**src/rtl/sd_arbiter.sv**
```systemverilog
// ============================================================================
// sd_arbiter
// ----------------------------------------------------------------------------
// Purpose:
//   Shares one MiSTer-style SD block channel (sd_lba / sd_rd / sd_wr /
//   sd_ack / sd_buff_wr / sd_buff_din) between two clients:
//   client 0 = FDC, client 1 = SDC.
//   A granted client keeps the channel until its block transfer is complete.
//   When both clients request in the same idle cycle, the client that was
//   not served last wins (round-robin).
//   All registers update on the FALLING edge of CLK.
//
// Optional feature (macro SD_ARB_TIMEOUT_EN):
//   When defined, a TIMEOUT_W-bit watchdog runs while a transfer is
//   outstanding (ISSUE/XFER). If it reaches all-ones, the request is
//   withdrawn, timeout pulses for one cycle and the FSM closes the
//   transfer through DONE. When the macro is undefined there is no
//   watchdog, timeout is tied to 0 and a transfer waits indefinitely.
//
// Handshake:
//   A client raises req_rd or req_wr (level) and keeps it high until it
//   sees its cli_ack bit rise; it then drops the request. A request that is
//   still high while the arbiter is idle starts a new transfer.
//   The SD side sees sd_rd/sd_wr high from the grant until the first cycle
//   in which sd_ack is 1. The transfer is over when sd_ack falls.
//
// Ports:
//   CLK            in   1   system clock (falling edge active)
//   RESET_N        in   1   asynchronous, active-low reset
//   req_rd         in   2   per-client read request (bit n = client n)
//   req_wr         in   2   per-client write request
//   req_lba0/1     in  32   per-client block address
//   cli_buff_din0/1 in  8   per-client sector buffer read data
//   cli_ack        out  2   sd_ack routed to the granted client
//   cli_buff_wr    out  2   sd_buff_wr routed to the granted client
//   sd_lba         out 32   latched block address of the granted client
//   sd_rd, sd_wr   out  1   read / write request to the SD channel
//   sd_ack         in   1   SD channel acknowledge
//   sd_buff_wr     in   1   SD channel buffer write strobe
//   sd_buff_din    out  8   granted client's buffer data (0 when no grant)
//   grant          out  2   one-hot granted client, or 0
//   busy           out  1   high from ISSUE through DONE
//   timeout        out  1   one-cycle watchdog abort pulse
//   dbg_state      out  2   current FSM state (IDLE=0 ISSUE=1 XFER=2 DONE=3)
// ============================================================================
module sd_arbiter #(
    parameter int TIMEOUT_W = 16
) (
    input  logic        CLK,
    input  logic        RESET_N,

    // Client side
    input  logic [1:0]  req_rd,
    input  logic [1:0]  req_wr,
    input  logic [31:0] req_lba0,
    input  logic [31:0] req_lba1,
    input  logic [7:0]  cli_buff_din0,
    input  logic [7:0]  cli_buff_din1,
    output logic [1:0]  cli_ack,
    output logic [1:0]  cli_buff_wr,

    // Shared SD block channel
    output logic [31:0] sd_lba,
    output logic        sd_rd,
    output logic        sd_wr,
    input  logic        sd_ack,
    input  logic        sd_buff_wr,
    output logic [7:0]  sd_buff_din,

    // Status
    output logic [1:0]  grant,
    output logic        busy,
    output logic        timeout,
    output logic [1:0]  dbg_state
);

    // ------------------------------------------------------------------------
    // FSM encoding
    // ------------------------------------------------------------------------
    localparam logic [1:0] ST_IDLE  = 2'd0;
    localparam logic [1:0] ST_ISSUE = 2'd1;
    localparam logic [1:0] ST_XFER  = 2'd2;
    localparam logic [1:0] ST_DONE  = 2'd3;

    // ------------------------------------------------------------------------
    // Registers
    // ------------------------------------------------------------------------
    logic [1:0]  r_state;
    logic [1:0]  r_grant;
    logic [31:0] r_lba;
    logic        r_rd;
    logic        r_wr;
    logic        r_busy;
    logic        r_ack_d;
    // Index of the client served most recently; resets to 1 so that
    // client 0 wins the very first contended arbitration.
    logic        r_last;

    // ------------------------------------------------------------------------
    // Arbitration (combinational, only consumed in IDLE)
    // ------------------------------------------------------------------------
    logic [1:0]  w_req;
    logic        w_pick;
    logic        w_pick_rd;
    logic [31:0] w_pick_lba;
    logic [1:0]  w_pick_grant;
    logic        w_ack_fall;

    assign w_req = req_rd | req_wr;

    always_comb begin
        w_pick = 1'b0;
        if (w_req == 2'b11) begin
            // Contention: the client that was not served last goes first.
            w_pick = ~r_last;
        end else begin
            // Single requester (or none): bit 1 set means client 1.
            w_pick = w_req[1];
        end
    end

    // A client raising both request lines is served as a read.
    assign w_pick_rd    = w_pick ? req_rd[1] : req_rd[0];
    assign w_pick_lba   = w_pick ? req_lba1 : req_lba0;
    assign w_pick_grant = w_pick ? 2'b10 : 2'b01;

    // End of transfer: ack was high last cycle and is low now.
    assign w_ack_fall = r_ack_d & ~sd_ack;

`ifdef SD_ARB_TIMEOUT_EN
    // ------------------------------------------------------------------------
    // Watchdog
    // ------------------------------------------------------------------------
    logic [TIMEOUT_W-1:0] r_wd;
    logic [TIMEOUT_W-1:0] w_wd_inc;
    logic                 w_wd_expire;
    logic                 r_timeout;

    assign w_wd_inc = r_wd + 1'b1;
    // Abort on the edge at which the counter reaches all-ones, i.e. after
    // 2**TIMEOUT_W - 1 cycles spent in ISSUE/XFER.
    assign w_wd_expire = &w_wd_inc;
`endif

    // ------------------------------------------------------------------------
    // Main FSM, falling-edge clocked
    // ------------------------------------------------------------------------
    always_ff @(negedge CLK or negedge RESET_N) begin
        if (!RESET_N) begin
            r_state   <= ST_IDLE;
            r_grant   <= 2'b00;
            r_lba     <= 32'd0;
            r_rd      <= 1'b0;
            r_wr      <= 1'b0;
            r_busy    <= 1'b0;
            r_ack_d   <= 1'b0;
            r_last    <= 1'b1;
`ifdef SD_ARB_TIMEOUT_EN
            r_wd      <= '0;
            r_timeout <= 1'b0;
`endif
        end else begin
            r_ack_d <= sd_ack;

            unique case (r_state)
                ST_IDLE: begin
                    if (|w_req) begin
                        r_grant <= w_pick_grant;
                        r_lba   <= w_pick_lba;
                        r_rd    <= w_pick_rd;
                        r_wr    <= ~w_pick_rd;
                        r_busy  <= 1'b1;
                        r_state <= ST_ISSUE;
`ifdef SD_ARB_TIMEOUT_EN
                        r_wd    <= '0;
`endif
                    end
                end

                ST_ISSUE: begin
                    if (sd_ack) begin
                        r_rd    <= 1'b0;
                        r_wr    <= 1'b0;
                        r_state <= ST_XFER;
                    end
`ifdef SD_ARB_TIMEOUT_EN
                    else if (w_wd_expire) begin
                        r_rd      <= 1'b0;
                        r_wr      <= 1'b0;
                        r_timeout <= 1'b1;
                        r_state   <= ST_DONE;
                    end
                    r_wd <= w_wd_inc;
`endif
                end

                ST_XFER: begin
                    if (w_ack_fall) begin
                        r_state <= ST_DONE;
                    end
`ifdef SD_ARB_TIMEOUT_EN
                    else if (w_wd_expire) begin
                        r_timeout <= 1'b1;
                        r_state   <= ST_DONE;
                    end
                    r_wd <= w_wd_inc;
`endif
                end

                ST_DONE: begin
                    // Requests are not looked at here; a request that is
                    // still high is picked up once back in IDLE.
                    r_last  <= r_grant[1];
                    r_grant <= 2'b00;
                    r_busy  <= 1'b0;
                    r_state <= ST_IDLE;
`ifdef SD_ARB_TIMEOUT_EN
                    r_timeout <= 1'b0;
`endif
                end

                default: begin
                    r_grant <= 2'b00;
                    r_rd    <= 1'b0;
                    r_wr    <= 1'b0;
                    r_busy  <= 1'b0;
                    r_state <= ST_IDLE;
                end
            endcase
        end
    end

    // ------------------------------------------------------------------------
    // Routing muxes selected by grant. With grant == 0 (idle, or right after
    // reset) nothing is routed to either client.
    // ------------------------------------------------------------------------
    always_comb begin
        cli_ack     = 2'b00;
        cli_buff_wr = 2'b00;
        sd_buff_din = 8'd0;
        if (r_grant[0]) begin
            cli_ack[0]     = sd_ack;
            cli_buff_wr[0] = sd_buff_wr;
            sd_buff_din    = cli_buff_din0;
        end else if (r_grant[1]) begin
            cli_ack[1]     = sd_ack;
            cli_buff_wr[1] = sd_buff_wr;
            sd_buff_din    = cli_buff_din1;
        end
    end

    // ------------------------------------------------------------------------
    // Output assignments
    // ------------------------------------------------------------------------
    assign sd_lba    = r_lba;
    assign sd_rd     = r_rd;
    assign sd_wr     = r_wr;
    assign grant     = r_grant;
    assign busy      = r_busy;
    assign dbg_state = r_state;

`ifdef SD_ARB_TIMEOUT_EN
    assign timeout = r_timeout;
`else
    assign timeout = 1'b0;
`endif

endmodule

```
**config.mk**
```make
export PLATFORM = sky130hd
export DESIGN_NAME = sd_arbiter
export DESIGN_NICKNAME = d
export VERILOG_FILES = /design/src/rtl/sd_arbiter.sv
export SDC_FILE = /design/constraint.sdc
export NUM_CORES = 1
export LEC_CHECK = 0
export ABC_CLOCK_PERIOD_IN_PS = 2000
export BUFFER_PORTS_ARGS = -buffer_cell sky130_fd_sc_hd__buf_2
export CAP_MARGIN = 20
export CORE_MARGIN = 4
export CORE_UTILIZATION = 35
export DETAILED_ROUTE_END_ITERATION = 12
export PLACE_DENSITY = 0.68
export SYNTH_ARGS = -nofsm -noshare
export SYNTH_HDL_FRONTEND = slang
export SYNTH_SLANG_ARGS = --single-unit
```
**constraint.sdc**
```tcl
create_clock -name CLK -period 2 [get_ports CLK]
set_clock_uncertainty 0.1 [all_clocks]
set_input_delay 0.4 -clock CLK [delete_from_list [all_inputs] [get_ports CLK]]
set_output_delay 0.4 -clock CLK [all_outputs]
set_load 0.005 [all_outputs]
```
Word-level counts from Yosys, hierarchy flattened. Index checks and enable logic that the tools add are counted.

Bits in registers: 41. Input bits: 88. Output and inout port bits: 52. Logic and storage cells: 53.

Equal/unequal tests: 7. Mux-type cells: 25. Bitwise gates (word level): 5. Reductions and logical operators: 8.

Operators by type and width (count): two-way mux 32 bit (1); two-way mux 8 bit (2); two-way mux 1 bit (12); two-way mux 2 bit (5); one-hot mux 2 bit (4 select lines) (1); == test 2 bit, second input constant (3); inequality test 2 bit, second input constant (3); one-hot mux 1 bit (2 select lines) (3); AND reduction 3 bit (2); one-hot mux 2 bit (2 select lines) (1); AND reduction 2 bit (2); nonzero test 2 bit (2); inverter 1 bit (3); == test 2 x 1 -> 1 bit, second input constant (1); logical NOT 2 bit (1); OR 2 bit (1); OR reduction 2 bit (1); AND 1 bit (1).

Longest topological paths before layout.
Depth in word-level cells: 7. Gate-level depth with buffers: 7. Mapped depth without buffers: 6.

==> summary.txt <==
CTS
  • Clock transition at the registers of the reported paths: 60 ps
  • Worst-Skew Late Latency: around 340 ps
  • Clk buf depth: 2
  • CTS Sinks: 41
  • Clk root buf: clkbuf_8
  • TritonCTS Buffers: 5
  • CTS tree: built
  • # hold bufs at CTS: 0
  • CTS H-tree depth: 2

Yosys
  • Post-synthesis register bit count: 41
  • Async set-reset flop share out of synthesis: 1.00
  • Syn Area/Cell: between 10 and 15 um^2
  • Top FF cell, synth: dfrtn_1
  • Cell Area, Synth: 0.00214 mm^2
  • Synth warn: 0
  • Register area share after synthesis: 0.481
  • Number of flops mapped to enable cells by yosys: 0
  • Syn_nets: about 310
  • Unique masters post-synth: 30
  • Cells after synthesis: roughly 210

Die
  • Starting density of the core: 0.361
  • Site Rows: 28
  • Die width: around 86 um
  • Die area: approximately 0.0074 mm^2
  • Die Y: around 86 um
  • Core area: about 0.0059 mm^2
  • Ports: 140

Worst setup path
  • WP data required: around 1500 ps
  • Critical Path AT: roughly 2200 ps
  • R2R setup slack: -10 ps
  • Setup crit end kind: output pin
  • Worst setup SP type: flip-flop
  • R2r worst-path depth: 10
  • Setup Crit Path Kind: flip-flop to output pin
  • Worst reg2reg endpoint: sd_lba[15]
  • Reg-to-Reg Start: dbg_state[0]
  • CP max FO: 8

Power
  • Pleak: around 2.1 nW
  • VDD IR-drop max: 684 uV
  • Final Power: 5.77 mW
  • Power per cell area: roughly 1400 mW/mm^2

Drt
  • Post-route ant nets: 0
  • Drt first pass iters: 4
  • Drt drc: 0
  • Vias per cell: approximately 4.7
  • Routed len/inst: approximately 15 um
  • Drt initial violations: 44
  • DRT Wirelength: roughly 7.2 mm
  • Via count: between 2,000 and 2,500

Final layout
  • Layout fillers: between 400 and 500
  • Number of diodes: 0
  • Area grow syn2layout: 89.1%
  • Net count, final: 506
  • Layout cells sized above 1: 0.645
  • Util after Layout: 0.682

Global routing
  • GRT Residual Overflow: 0
  • Global routing's busiest layer: met2
  • Initial antenna violation count: 0
  • GR Util met2: 0.341
  • GRT met3 Usage: 0.0327
  • Vias in the first global route: 2,439
  • Met1 Use GR: 0.246
  • Total global-route track usage: 0.193
  • First-pass GRT wire length: between 10 and 15 mm
  • Largest net degree at the start of global routing: 17

Job
  • Max cap viols: 0

Status
  • Violated checks: negative setup slack
  • Status: finished with violations

Min path
  • Hold path depth: 2
  • Worst Hold End: sd_lba[3]
  • Worst hold path class: flip-flop to flip-flop
  • Min-delay src: sd_lba[3]

Timing
  • Final Setup Violations: 90
  • Worst setup margin: -736 ps
  • RSZ-0062 raised after global routing: true
  • Pins Over Slew Limit: 0
  • Final hold vios: 0

Placed design
  • HPWL Detailed: around 4.5 mm
  • Final GP Congestion: ~0.84
  • Number of I/O port buffers: around 140
report_power, final:
part	switching, mW	internal (mW)	leakage (nW)
logic	1.56	2.20	1.56
clock network	0.287	0.244	0.0464
registers	0.206	1.27	0.503
layer usage:
| layer | routed length [um] | vias up |
|---|---|---|
| li1 | - | 1134 |
| met1 | 3000 | 1071 |
| met2 | 3670 | 76 |
| met3 | 419 | 7 |
| met4 | 54 | 0 |
| met5 | 0 | - |
per-stage QoR:
| stage | hold WS [ps] | instances | cell area, um^2 | setup slack (ps) | TNS, ps |
|---|---|---|---|---|---|
| floorplan | 331 | 212 | 2190 | -475 | -18820 |
| global placement | 316 | 434 | 3090 | -646 | -29100 |
| detailed placement | 325 | 434 | 3090 | -685 | -30160 |
| CTS | 324 | 477 | 3890 | -723 | -34160 |
| global route | 351 | 489 | 4040 | -775 | -38650 |
| finish | 318 | 489 | 4040 | -736 | -34060 |
worst max path at each step:
| stage | from | endpoint | cells after the start |
|---|---|---|---|
| global placement | req_rd[0] | dbg_state[1] | 5 |
| finish | grant[0] | sd_buff_din[1] | 4 |
| CTS | grant[0] | sd_buff_din[1] | 4 |
| detailed placement | req_rd[0] | sd_lba[8] | 5 |
| floorplan | req_rd[0] | dbg_state[1] | 4 |
| global route | grant[1] | sd_buff_din[7] | 4 |
worst max-delay path, stage by stage, from the launching register on:
cell and delay [ps]:
dfrtn_1 420, nor2b_1 50, buf_4 150, a22o_1 190, buf_2 120
what timing repair did:
item,CTS,global route
pin swaps,10,17
cloned,10,0
gates resized for setup,84,37
setup buffers,25,18
endpoints found under the setup margin,90,90
final cells by class:
| type | count | area, um^2 | share of cell area |
|---|---|---|---|
| sequential | 41 | 1030 | 0.254 |
| multi-input combinational | 152 | 1240 | 0.308 |
| clock buffer | 6 | 72.6 | 0.0180 |
| timing repair buffer | 208 | 1570 | 0.390 |
| inverter | 4 | 15.0 | 0.00372 |
| tap | 75 | 93.8 | 0.0232 |
| clock inverter | 3 | 13.8 | 0.00341 |
cells in the mapped netlist (2+ instances only):
cell	instances	area [um^2]
clkbuf_2	2	10.0
a22o_1	6	52.6
o31ai_1	2	15.0
buf_6	4	45.0
o21ai_1	4	20.0
nand2b_1	2	12.5
clkbuf_1	2	7.51
ha_1	5	62.6
and2_1	5	31.3
buf_4	5	37.5
dfrtn_1	40	1000
o21ai_0	39	195
nand2_1	40	150
mux2i_1	32	320
a21oi_1	2	10.0
nor2_1	3	11.3
nor2b_1	2	12.5
inv_1	5	18.8
cell families (layout without fill, tap and decap cells):
family | Yosys count | after routing | share of synthesized area
other | 1 | 1 | 0.00176
AOI/OAI and AO/OA | 56 | 56 | 0.149
DFF | 41 | 41 | 0.481
and+or+nand+nor | 56 | 56 | 0.118
muxes | 34 | 34 | 0.162
buffers and inverters | 19 | 221 | 0.0580
adders and majority gates | 5 | 5 | 0.0293
registers in the layout, indices dropped and copies added, names as in the netlist:
register	flops
sd_lba	32
dbg_state	2
grant	2
busy	1
r_ack_d	1
r_last	1
sd_rd	1
sd_wr	1
cells in the final DEF (no fill, tap or decap), types with 2 or more instances in the layout:
cell | netlist | layout
nand2_1 | 40 | 34
nand2_4 | 0 | 2
mux2i_4 | 0 | 4
nor2_2 | 0 | 2
buf_16 | 0 | 7
nand2_2 | 0 | 4
o21ai_1 | 4 | 20
and2_1 | 5 | 3
o21ai_4 | 0 | 3
nand2b_1 | 2 | 2
a22o_1 | 6 | 6
mux2i_2 | 0 | 10
clkbuf_8 | 0 | 5
buf_12 | 0 | 10
o21ai_0 | 39 | 4
and2_4 | 0 | 2
dfrtn_1 | 40 | 40
buf_8 | 0 | 3
ha_1 | 5 | 5
inv_1 | 5 | 5
o21ai_2 | 0 | 16
buf_6 | 4 | 14
buf_2 | 1 | 131
buf_4 | 5 | 43
nor2b_1 | 2 | 2
mux2i_1 | 32 | 18
Note: power is estimated with default switching activity, not from simulation.
